$ cat src/rtl/ex_muldiv_seq.sv
// Iterative RV32M multiply/divide sequencer for EX: shift-add multiply and restoring
// divide on magnitudes, one bit per cycle, with sign fix-up on the way out.
module ex_muldiv_seq #(
   parameter int XLEN = 32
) (
   input  logic            clk,
   input  logic            rst,
   input  logic            md_start,
   input  logic [2:0]      md_op,
   input  logic [XLEN-1:0] md_s1,
   input  logic [XLEN-1:0] md_s2,
   input  logic            md_flush,
   output logic            md_stall,
   output logic            md_done,
   output logic [XLEN-1:0] md_result,
   output logic            md_busy
);
   localparam int CW = $clog2(XLEN);
   localparam logic [XLEN-1:0] MIN_NEG = {1'b1, {(XLEN-1){1'b0}}};

   typedef enum logic [1:0] {S_IDLE, S_MUL, S_DIV, S_DONE} state_t;

   state_t          state;
   logic [CW-1:0]   cnt;
   logic [2:0]      op;
   logic            sign1, sign2;
   logic [XLEN-1:0] acc, mq, mplier, rem, q;

   function automatic logic [XLEN-1:0] neg_if(input logic signed [XLEN-1:0] v, input logic neg);
      return neg ? -v : v;
   endfunction

   function automatic logic [2*XLEN-1:0] neg_if_wide(input logic signed [2*XLEN-1:0] v,
                                                     input logic neg);
      return neg ? -v : v;
   endfunction

   logic            s1_sgn, s2_sgn, neg1, neg2, div0, ovf;
   logic [XLEN-1:0] spec_res;

   always_comb begin
      s1_sgn   = (md_op == 3'd1) | (md_op == 3'd2) | (md_op == 3'd4) | (md_op == 3'd6);
      s2_sgn   = (md_op == 3'd1) | (md_op == 3'd4) | (md_op == 3'd6);
      neg1     = s1_sgn & md_s1[XLEN-1];
      neg2     = s2_sgn & md_s2[XLEN-1];
      div0     = (md_s2 == '0);
      ovf      = md_op[2] & ~md_op[0] & (md_s1 == MIN_NEG) & (&md_s2);
      // REM/REMU have op[1] set; quotient ops take the all-ones / MIN_NEG special values
      spec_res = md_op[1] ? (div0 ? md_s1 : '0) : (div0 ? '1 : MIN_NEG);
   end

   logic [XLEN:0]     add, rem_sh, trial;
   logic [XLEN-1:0]   acc_nxt, mq_nxt, rem_nxt, q_nxt, mul_res, div_res;
   logic [2*XLEN-1:0] prod;
   logic              keep;

   always_comb begin
      add     = {1'b0, acc} + (mq[0] ? {1'b0, mplier} : '0);
      acc_nxt = add[XLEN:1];
      mq_nxt  = {add[0], mq[XLEN-1:1]};
      prod    = neg_if_wide({acc_nxt, mq_nxt}, sign1 ^ sign2);
      mul_res = (op == 3'd0) ? prod[XLEN-1:0] : prod[2*XLEN-1:XLEN];

      // remainder stays below the divisor, so the extra bit only carries the borrow
      rem_sh  = {rem, q[XLEN-1]};
      trial   = rem_sh - {1'b0, mplier};
      keep    = ~trial[XLEN];
      rem_nxt = keep ? trial[XLEN-1:0] : rem_sh[XLEN-1:0];
      q_nxt   = {q[XLEN-2:0], keep};
      div_res = op[1] ? neg_if(rem_nxt, sign1) : neg_if(q_nxt, sign1 ^ sign2);
   end

   always_ff @(posedge clk or posedge rst) begin
      if (rst) begin
         state     <= S_IDLE;
         cnt       <= '0;
         op        <= '0;
         sign1     <= 1'b0;
         sign2     <= 1'b0;
         acc       <= '0;
         mq        <= '0;
         mplier    <= '0;
         rem       <= '0;
         q         <= '0;
         md_done   <= 1'b0;
         md_result <= '0;
      end else begin
         md_done <= 1'b0;
         case (state)
            S_IDLE: begin
               if (md_start && !md_flush) begin
                  op     <= md_op;
                  sign1  <= neg1;
                  sign2  <= neg2;
                  cnt    <= '0;
                  acc    <= '0;
                  rem    <= '0;
                  mq     <= neg_if(md_s1, neg1);
                  q      <= neg_if(md_s1, neg1);
                  mplier <= neg_if(md_s2, neg2);
                  if (!md_op[2]) begin
                     state <= S_MUL;
                  end else if (div0 || ovf) begin
                     md_result <= spec_res;
                     md_done   <= 1'b1;
                     state     <= S_DONE;
                  end else begin
                     state <= S_DIV;
                  end
               end
            end
            S_MUL: begin
               if (md_flush) begin
                  state <= S_IDLE;
               end else begin
                  acc <= acc_nxt;
                  mq  <= mq_nxt;
                  cnt <= cnt + 1'b1;
                  if (cnt == CW'(XLEN-1)) begin
                     md_result <= mul_res;
                     md_done   <= 1'b1;
                     state     <= S_DONE;
                  end
               end
            end
            S_DIV: begin
               if (md_flush) begin
                  state <= S_IDLE;
               end else begin
                  rem <= rem_nxt;
                  q   <= q_nxt;
                  cnt <= cnt + 1'b1;
                  if (cnt == CW'(XLEN-1)) begin
                     md_result <= div_res;
                     md_done   <= 1'b1;
                     state     <= S_DONE;
                  end
               end
            end
            default: state <= S_IDLE;
         endcase
      end
   end

   assign md_busy  = (state != S_IDLE);
   assign md_stall = ~rst & (((state == S_IDLE) & md_start & ~md_flush) |
                             (state == S_MUL) | (state == S_DIV));

endmodule

$ cat config.mk
export PLATFORM = sky130hd
export DESIGN_NAME = ex_muldiv_seq
export DESIGN_NICKNAME = d
export VERILOG_FILES = /design/src/rtl/ex_muldiv_seq.sv
export SDC_FILE = /design/constraint.sdc
export NUM_CORES = 1
export LEC_CHECK = 0
export CAP_MARGIN = 0
export CORE_ASPECT_RATIO = 0.6
export CORE_MARGIN = 3
export CORE_UTILIZATION = 45
export DETAILED_ROUTE_END_ITERATION = 12
export PLACE_DENSITY_LB_ADDON = 0.12
export SLEW_MARGIN = 20
export SYNTH_ARGS = -nofsm -noshare
export SYNTH_HDL_FRONTEND = slang
export SYNTH_SLANG_ARGS = --single-unit
$ cat constraint.sdc
create_clock -name clk -period 11.1 [get_ports clk]
set_input_delay 2.775 -clock clk [delete_from_list [all_inputs] [get_ports clk]]
set_output_delay 2.775 -clock clk [all_outputs]
set_load 0.01 [all_outputs]
==> results of run 1 <==
-- metrics by stage --
stage / util (%) / hold slack [ns] / area [um^2]
CTS: 51.6 / 0.485 / 21000
finish: 51.7 / 0.477 / 21000
floorplan: - / 0.445 / 18700
global placement: 49.5 / 0.460 / 20200
global route: 51.7 / 0.520 / 21000
detailed placement: 49.5 / 0.471 / 20200
-- power groups by stage --
stage,clock (mW),combinational (mW),sequential (mW)
final,0.889,4.58,1.40
after global routing,0.927,4.89,1.44
after CTS,0.897,4.40,1.39
after detailed placement,0,4.38,1.40
after global placement,0,4.36,1.39
after floorplan,0,2.95,1.28
-- sequential cells by signal, indices dropped and copies added (netlist names), 2 cells and up --
register   cells
state          2
op             3
cnt            5
mplier        32
acc           32
rem           32
q             32
mq            32
md_result     32
-- logic make-up after synthesis --
family / Yosys count
DFF: 205
and+or+nand+nor: 855
buffers and inverters: 215
xor gates and xnor gates: 219
muxes: 68
adders and majority gates: 78
AOI/OAI and AO/OA: 786
-- cells in the final DEF, fill, tap and decap left out, types with 27 or more instances in the layout --
master                            netlist  layout
sky130_fd_sc_hd__a31oi_1               33      33
sky130_fd_sc_hd__o21ai_0              248     248
sky130_fd_sc_hd__xnor2_1              120     119
sky130_fd_sc_hd__buf_4                  4      28
sky130_fd_sc_hd__dfrtp_1              205     205
sky130_fd_sc_hd__o31ai_1               34      34
sky130_fd_sc_hd__inv_1                 78      77
sky130_fd_sc_hd__ha_1                  76      75
sky130_fd_sc_hd__a21o_1                28      27
sky130_fd_sc_hd__a21oi_1              198     198
sky130_fd_sc_hd__and2_1                43      43
sky130_fd_sc_hd__a22oi_1               34      34
sky130_fd_sc_hd__clkdlybuf4s50_1        0     105
sky130_fd_sc_hd__nand2_1              295     295
sky130_fd_sc_hd__nor3_1                52      51
sky130_fd_sc_hd__mux2i_1               62      62
sky130_fd_sc_hd__nand3_1               60      60
sky130_fd_sc_hd__nor2_1               207     204
sky130_fd_sc_hd__xor2_1                98      97
-- tightest hold or removal path: stages (launching register included) --
cell	delay, ns
sky130_fd_sc_hd__dfrtp_1	0.34
sky130_fd_sc_hd__nand2_1	0.04
sky130_fd_sc_hd__o21ai_0	0.06
-- cell type report --
cell class                 instances  area share [%]
multi-input combinational       2006            60.8
sequential                       205            24.4
timing repair buffer             133            5.99
tap                              560            3.33
clock buffer                      29            3.23
inverter                          80            1.46
clock inverter                    15           0.832
-- worst max-delay path by stage --
stage,from,endpoint,depth (start not counted)
after floorplan,rst,acc[0],1
after global placement,md_flush,md_stall,5
after CTS,md_flush,md_stall,5
final,md_flush,md_stall,5
after detailed placement,md_flush,md_stall,5
after global routing,md_flush,md_stall,5
-- metal layers --
layer	share of wire, %	track usage, %
met1	47	51.3
met2	38	44.8
met3	13	11.9
met4	2.0	6.52
met5	0.16	2.08
==> out/qor.yml, run 1 <==
status: "finished, final reports clean"
power.switching_mw: 3.81
netlist-cell-type-count: 97
cts_setup_buffers: 0
critical_path.max_fanout: 42
synth-edff-count: 0
clk_latency_ns: 0.57
drt-wirelength-per-cell_um: 25.4
holdBufCountCts: 0
timing.final.ws_setup_ns: 3.47
worstPathArrival_ns: 4.85
first_global_vias: 17796
placementRows: 57
p_int_mw: 3.07
maxSlewHeadroom_pct: 15.9
effective_utilization_at_floorplan_pct: 45.9
synth-simple-area-share_pct: 22.1
post-synth-top-count-cell: "sky130_fd_sc_hd__nand2_1"
globalRouteOverflowTotal: 0
critPathMaxStageDelay_ns: 0.57
critical-path-top-cell-by-count: "sky130_fd_sc_hd__clkdlybuf4s50_1"
diodes: 0
finalHoldViolCount: 0
layout-area-overhead-vs-synth_pct: 12.5
worst_hold_path.endpoint: "md_result[3]"
number_of_warning_messages_in_the_yosys_log: 0
yosysTopAreaCellShare_pct: 27.4
multiInputGateArea_mm2: 0.0128
drc: 0
netlist_top_cells_count: "sky130_fd_sc_hd__nand2_1 (295), sky130_fd_sc_hd__o21ai_0 (248), sky130_fd_sc_hd__nor2_1 (207)"
post_synth_mux_area_share_pct: 3.68
finalSetupViolCount: 0
rsz0062_at_grt: "no"
timing.final.max_slew_violations: 0
worstMarginPinSlew_ns: 1.23
critical-path-slowest-cell: "sky130_fd_sc_hd__or2_2"
adder_and_majority_gate_portion_of_the_synthesized_area_pct: 5.30
cts_buffers: 24
combPwrFrac_pct: 66.7
worst_clock_skew_ns: 0.0186
reg2reg_from: "mplier[0]"
hold_path_startpoint: "md_result[3]"
finalWorstPathRequiredPeriod_ns: 7.63
register_area_mm2: 0.00513
die_h_um: 164
avgSynthCellArea_um2: 7.71
power-per-cell-area_mw_per_mm2: 327
cts_root_buf: "sky130_fd_sc_hd__clkbuf_16"
synth.cell_area_mm2: 0.0187
async_reset_ff_share_pct: 100
clock_power_share_pct: 12.9
worst_setup_path_end_kind: "output pin"
worstSetupStartpointType: "input port"
synth-compound-area-share_pct: 26.6
ios: 106
worstHoldPathCells: 2
synthCells: 2426
hold_path_class: "flip-flop to flip-flop"
number_of_antenna_violations_at_the_first_check_in_global_routing: 2
power.share.switching_pct: 55.3
finalNetCount: 2599
htree_levels: 1
maxCapViolCount: 0
number_of_cells_after_detailed_placement: 2984
pin_count_of_the_biggest_net_entering_global_routing: 97
post_route_cells_drive_above_1_share_pct: 5.31
crit_type: "input port to output pin"
timing.reg2reg.worst_path_depth: 22
groute.usage.overall_pct: 33.7
crit_chain: "clkdlybuf4s50_1, nand2b_1, or2_2, a21oi_1, clkdlybuf4s50_1"
core_region_mm2: 0.0407
sequential_area_share_after_synthesis_pct: 27.4
fill_cells: 3949
postSynthNetCount: 2575
cp.required_ns: 8.33
detailed_place_hpwl_um: 59000
via_count: 19461
power.leakage_nw: 8.82
detail-route-antenna-nets: 0
totalNegativeSetupSlack_ns: 0
post_place_setup_slack_ns: 3.49
die_area_mm2: 0.0441
first_pass_grt_wire_length_um: 114000
wl_um: 77000
report.power.total_mw: 6.88
numPortBuffers: 105
netlist_top_cells_area: "sky130_fd_sc_hd__dfrtp_1 (27%), sky130_fd_sc_hd__o21ai_0 (6.6%), sky130_fd_sc_hd__nand2_1 (5.9%)"
chipWidth_um: 269
vdd_drop_max_v: 0.000215
clkSlewWorstSetupHoldPaths_ns: 0.06
cts_resized: 0
cts_sinks: 205
fin_cells: 3028
synth_area_leader_cell: "sky130_fd_sc_hd__dfrtp_1"
seqPwrFrac_pct: 20.4
synth_top_family_by_area: "compound AO/OA/AOI/OAI gates"
drt_pass1_iterations: 6
reg2reg_slack_ns: 4.21
critical_path.top_delay_family: "buffers and inverters"
tritoncts_clock_tree: "yes"
reg2reg_to: "md_result[28]"
postSynthRegisterBits: 205
period_share_pct: 68.7
xor_xnor_share_of_the_synthesized_area_pct: 10.4
initialDrtViolationCount: 2718
cp.buffers_inverters: 2
place.gp.congestion: 1.00
clock_path_buffers: 3
synth_flop_cell: "sky130_fd_sc_hd__dfrtp_1"
route.detailed.vias_per_inst: 6.43
timing.fmax_mhz: 131
Power figures use the tool's default switching activity.
==> run 2: changes to the inputs <==
Clock period 11.1 ns to 7.6 ns, I/O delays scaled along.
==> run 2 against run 1 <==
Non-clock buffer count grew 6. Die area is the same. Clock skew up 0.0013 ns. Highest routed layer unchanged. Global-route usage up 1.2 points. First-iteration DRC count decreased by 9.6%. Total power rose by 47%. Utilization hardly changed. Critical path depth up 17. Sequential power is 47% higher. Register-to-register slack worse by 2.6 ns. Critical endpoint is now md_result[26].
==> out/qor.yml, run 2 (synthesis results as in run 1) <==
via_count: 19558
first_global_vias: 17968
totalNegativeSetupSlack_ns: 0
chipWidth_um: 269
worstMarginPinSlew_ns: 1.03
cp.required_ns: 8.03
status: "finished, final reports clean"
wl_um: 79300
hold_path_class: "flip-flop to flip-flop"
fin_cells: 3031
startpoint: "mplier[0]"
groute.usage.overall_pct: 34.8
worst_clock_skew_ns: 0.0199
reg2reg_to: "md_result[26]"
cts_resized: 0
globalRouteOverflowTotal: 0
worstSetupStartpointType: "flip-flop"
fill_cells: 3940
ios: 106
cts_buffers: 24
timing.final.ws_setup_ns: 1.59
maxSlewHeadroom_pct: 30.8
die_h_um: 164
layout-area-overhead-vs-synth_pct: 12.4
layout_commonest_cell: "sky130_fd_sc_hd__nand2_1"
mostFrequentLayoutCells: "sky130_fd_sc_hd__nand2_1 (295), sky130_fd_sc_hd__o21ai_0 (248), sky130_fd_sc_hd__dfrtp_1 (205)"
finalWorstPathRequiredPeriod_ns: 6.01
pin_count_of_the_biggest_net_entering_global_routing: 113
core_region_mm2: 0.0407
post_place_setup_slack_ns: 1.37
post_route_cells_drive_above_1_share_pct: 5.30
clkSlewWorstSetupHoldPaths_ns: 0.07
finalInstanceArea_mm2: 0.0210
crit_type: "flip-flop to flip-flop"
period_share_pct: 79.1
crit_chain: "ha_1, fa_1, nand2b_1, a211oi_2, o21ai_1, o21ai_2, a31oi_4, xnor2_4, inv_2, nor2_1, a21oi_1, ha_1, inv_1, nor4_1, nand3_1, nor3_1, nor4b_1, a31oi_1, o31ai_1, xnor2_1, a21boi_0, o31a_1"
drc: 0
critical-path-slowest-cell: "sky130_fd_sc_hd__dfrtp_1"
finalCoreUtilization_pct: 51.6
numPortBuffers: 105
timing.final.max_slew_violations: 0
diodes: 0
final.hold.worst_slack_ns: 0.481
timing.reg2reg.worst_path_depth: 22
detailed_place_hpwl_um: 61200
holdBufCountCts: 0
reg2reg_slack_ns: 1.59
power-per-cell-area_mw_per_mm2: 482
vdd_drop_max_v: 0.000451
cts_sinks: 205
die_area_mm2: 0.0441
clk_latency_ns: 0.56
placementRows: 57
cts_setup_buffers: 0
drt-wirelength-per-cell_um: 26.2
effective_utilization_at_floorplan_pct: 45.9
drt_pass1_iterations: 6
critical_path.max_fanout: 7
cts_root_buf: "sky130_fd_sc_hd__clkbuf_16"
reg2reg_from: "mplier[0]"
finalHoldViolCount: 0
worstPathArrival_ns: 6.44
timing.fmax_mhz: 166
power.leakage_nw: 8.82
report.power.total_mw: 10.1
instance_area_at_placement_mm2: 0.0202
setup.worst_path.end: "md_result[26]"
critical-path-top-cell-by-count: "sky130_fd_sc_hd__ha_1"
finalNetCount: 2605
finalSetupViolCount: 0
tritoncts_clock_tree: "yes"
place.gp.congestion: 1.02
maxCapViolCount: 0
detail-route-antenna-nets: 0
route.detailed.vias_per_inst: 6.45
number_of_cells_after_detailed_placement: 2990
critPathMaxStageDelay_ns: 0.47
worst_setup_path_end_kind: "flip-flop"
initialDrtViolationCount: 2456
first_pass_grt_wire_length_um: 117000
number_of_antenna_violations_at_the_first_check_in_global_routing: 6
clock_path_buffers: 3
rsz0062_at_grt: "no"
htree_levels: 1
## run 2: cell count changes in the layout (fill, tap and decap cells not counted), moves of 2 or more
cell / before / now
sky130_fd_sc_hd__clkbuf_1: 0 / 3
sky130_fd_sc_hd__buf_4: 28 / 34
sky130_fd_sc_hd__nor4_2: 2 / 0
sky130_fd_sc_hd__nor4_1: 26 / 28
sky130_fd_sc_hd__clkbuf_8: 4 / 1
## run 2: final cells by class
cell class	instances	area (um^2)	share of cell area, %
Clock buffer	29	651	3.09
Clock inverter	12	150	0.714
Inverter	80	308	1.46
Multi-Input combinational cell	2006	12800	60.8
Sequential cell	205	5130	24.4
Tap cell	560	701	3.33
Timing Repair Buffer	139	1310	6.21
## run 2: critical path, delay by kind of cell, from the launching register on
family,cells,cell delay [ns]
AOI/OAI and AO/OA,9,2.55
adders and majority gates,3,0.89
buffers and inverters,2,0.19
xor gates and xnor gates,2,0.38
DFF,1,0.47
and+or+nand+nor,6,1.39
## run 2: worst min path at each step
stage | startpoint | to | slack [ns] | depth (start not counted)
after CTS | acc[0] | acc[0] | 0.48 | 2
after global placement | md_result[2] | md_result[2] | 0.46 | 1
after floorplan | acc[0] | acc[0] | 0.45 | 2
final | acc[0] | acc[0] | 0.48 | 2
after global routing | md_result[2] | md_result[2] | 0.49 | 1
after detailed placement | acc[0] | acc[0] | 0.47 | 2
## run 2: per-layer routing
layer,global-route usage (%),wire (um),share of wire (%),vias up
met2,47.4,30700,39,1037
met1,52.1,36700,46,9528
met5,0,40,0.050,-
met4,6.82,1610,2.0,6
li1,-,-,-,8880
met3,12.8,10300,13,107
## run 2: report_power, final
group          total [mW]  switching [mW]  internal, mW
sequential           2.06           0.540          1.52
clock                1.25           0.542         0.711
combinational        6.82            4.60          2.23
total                10.1            5.68          4.45
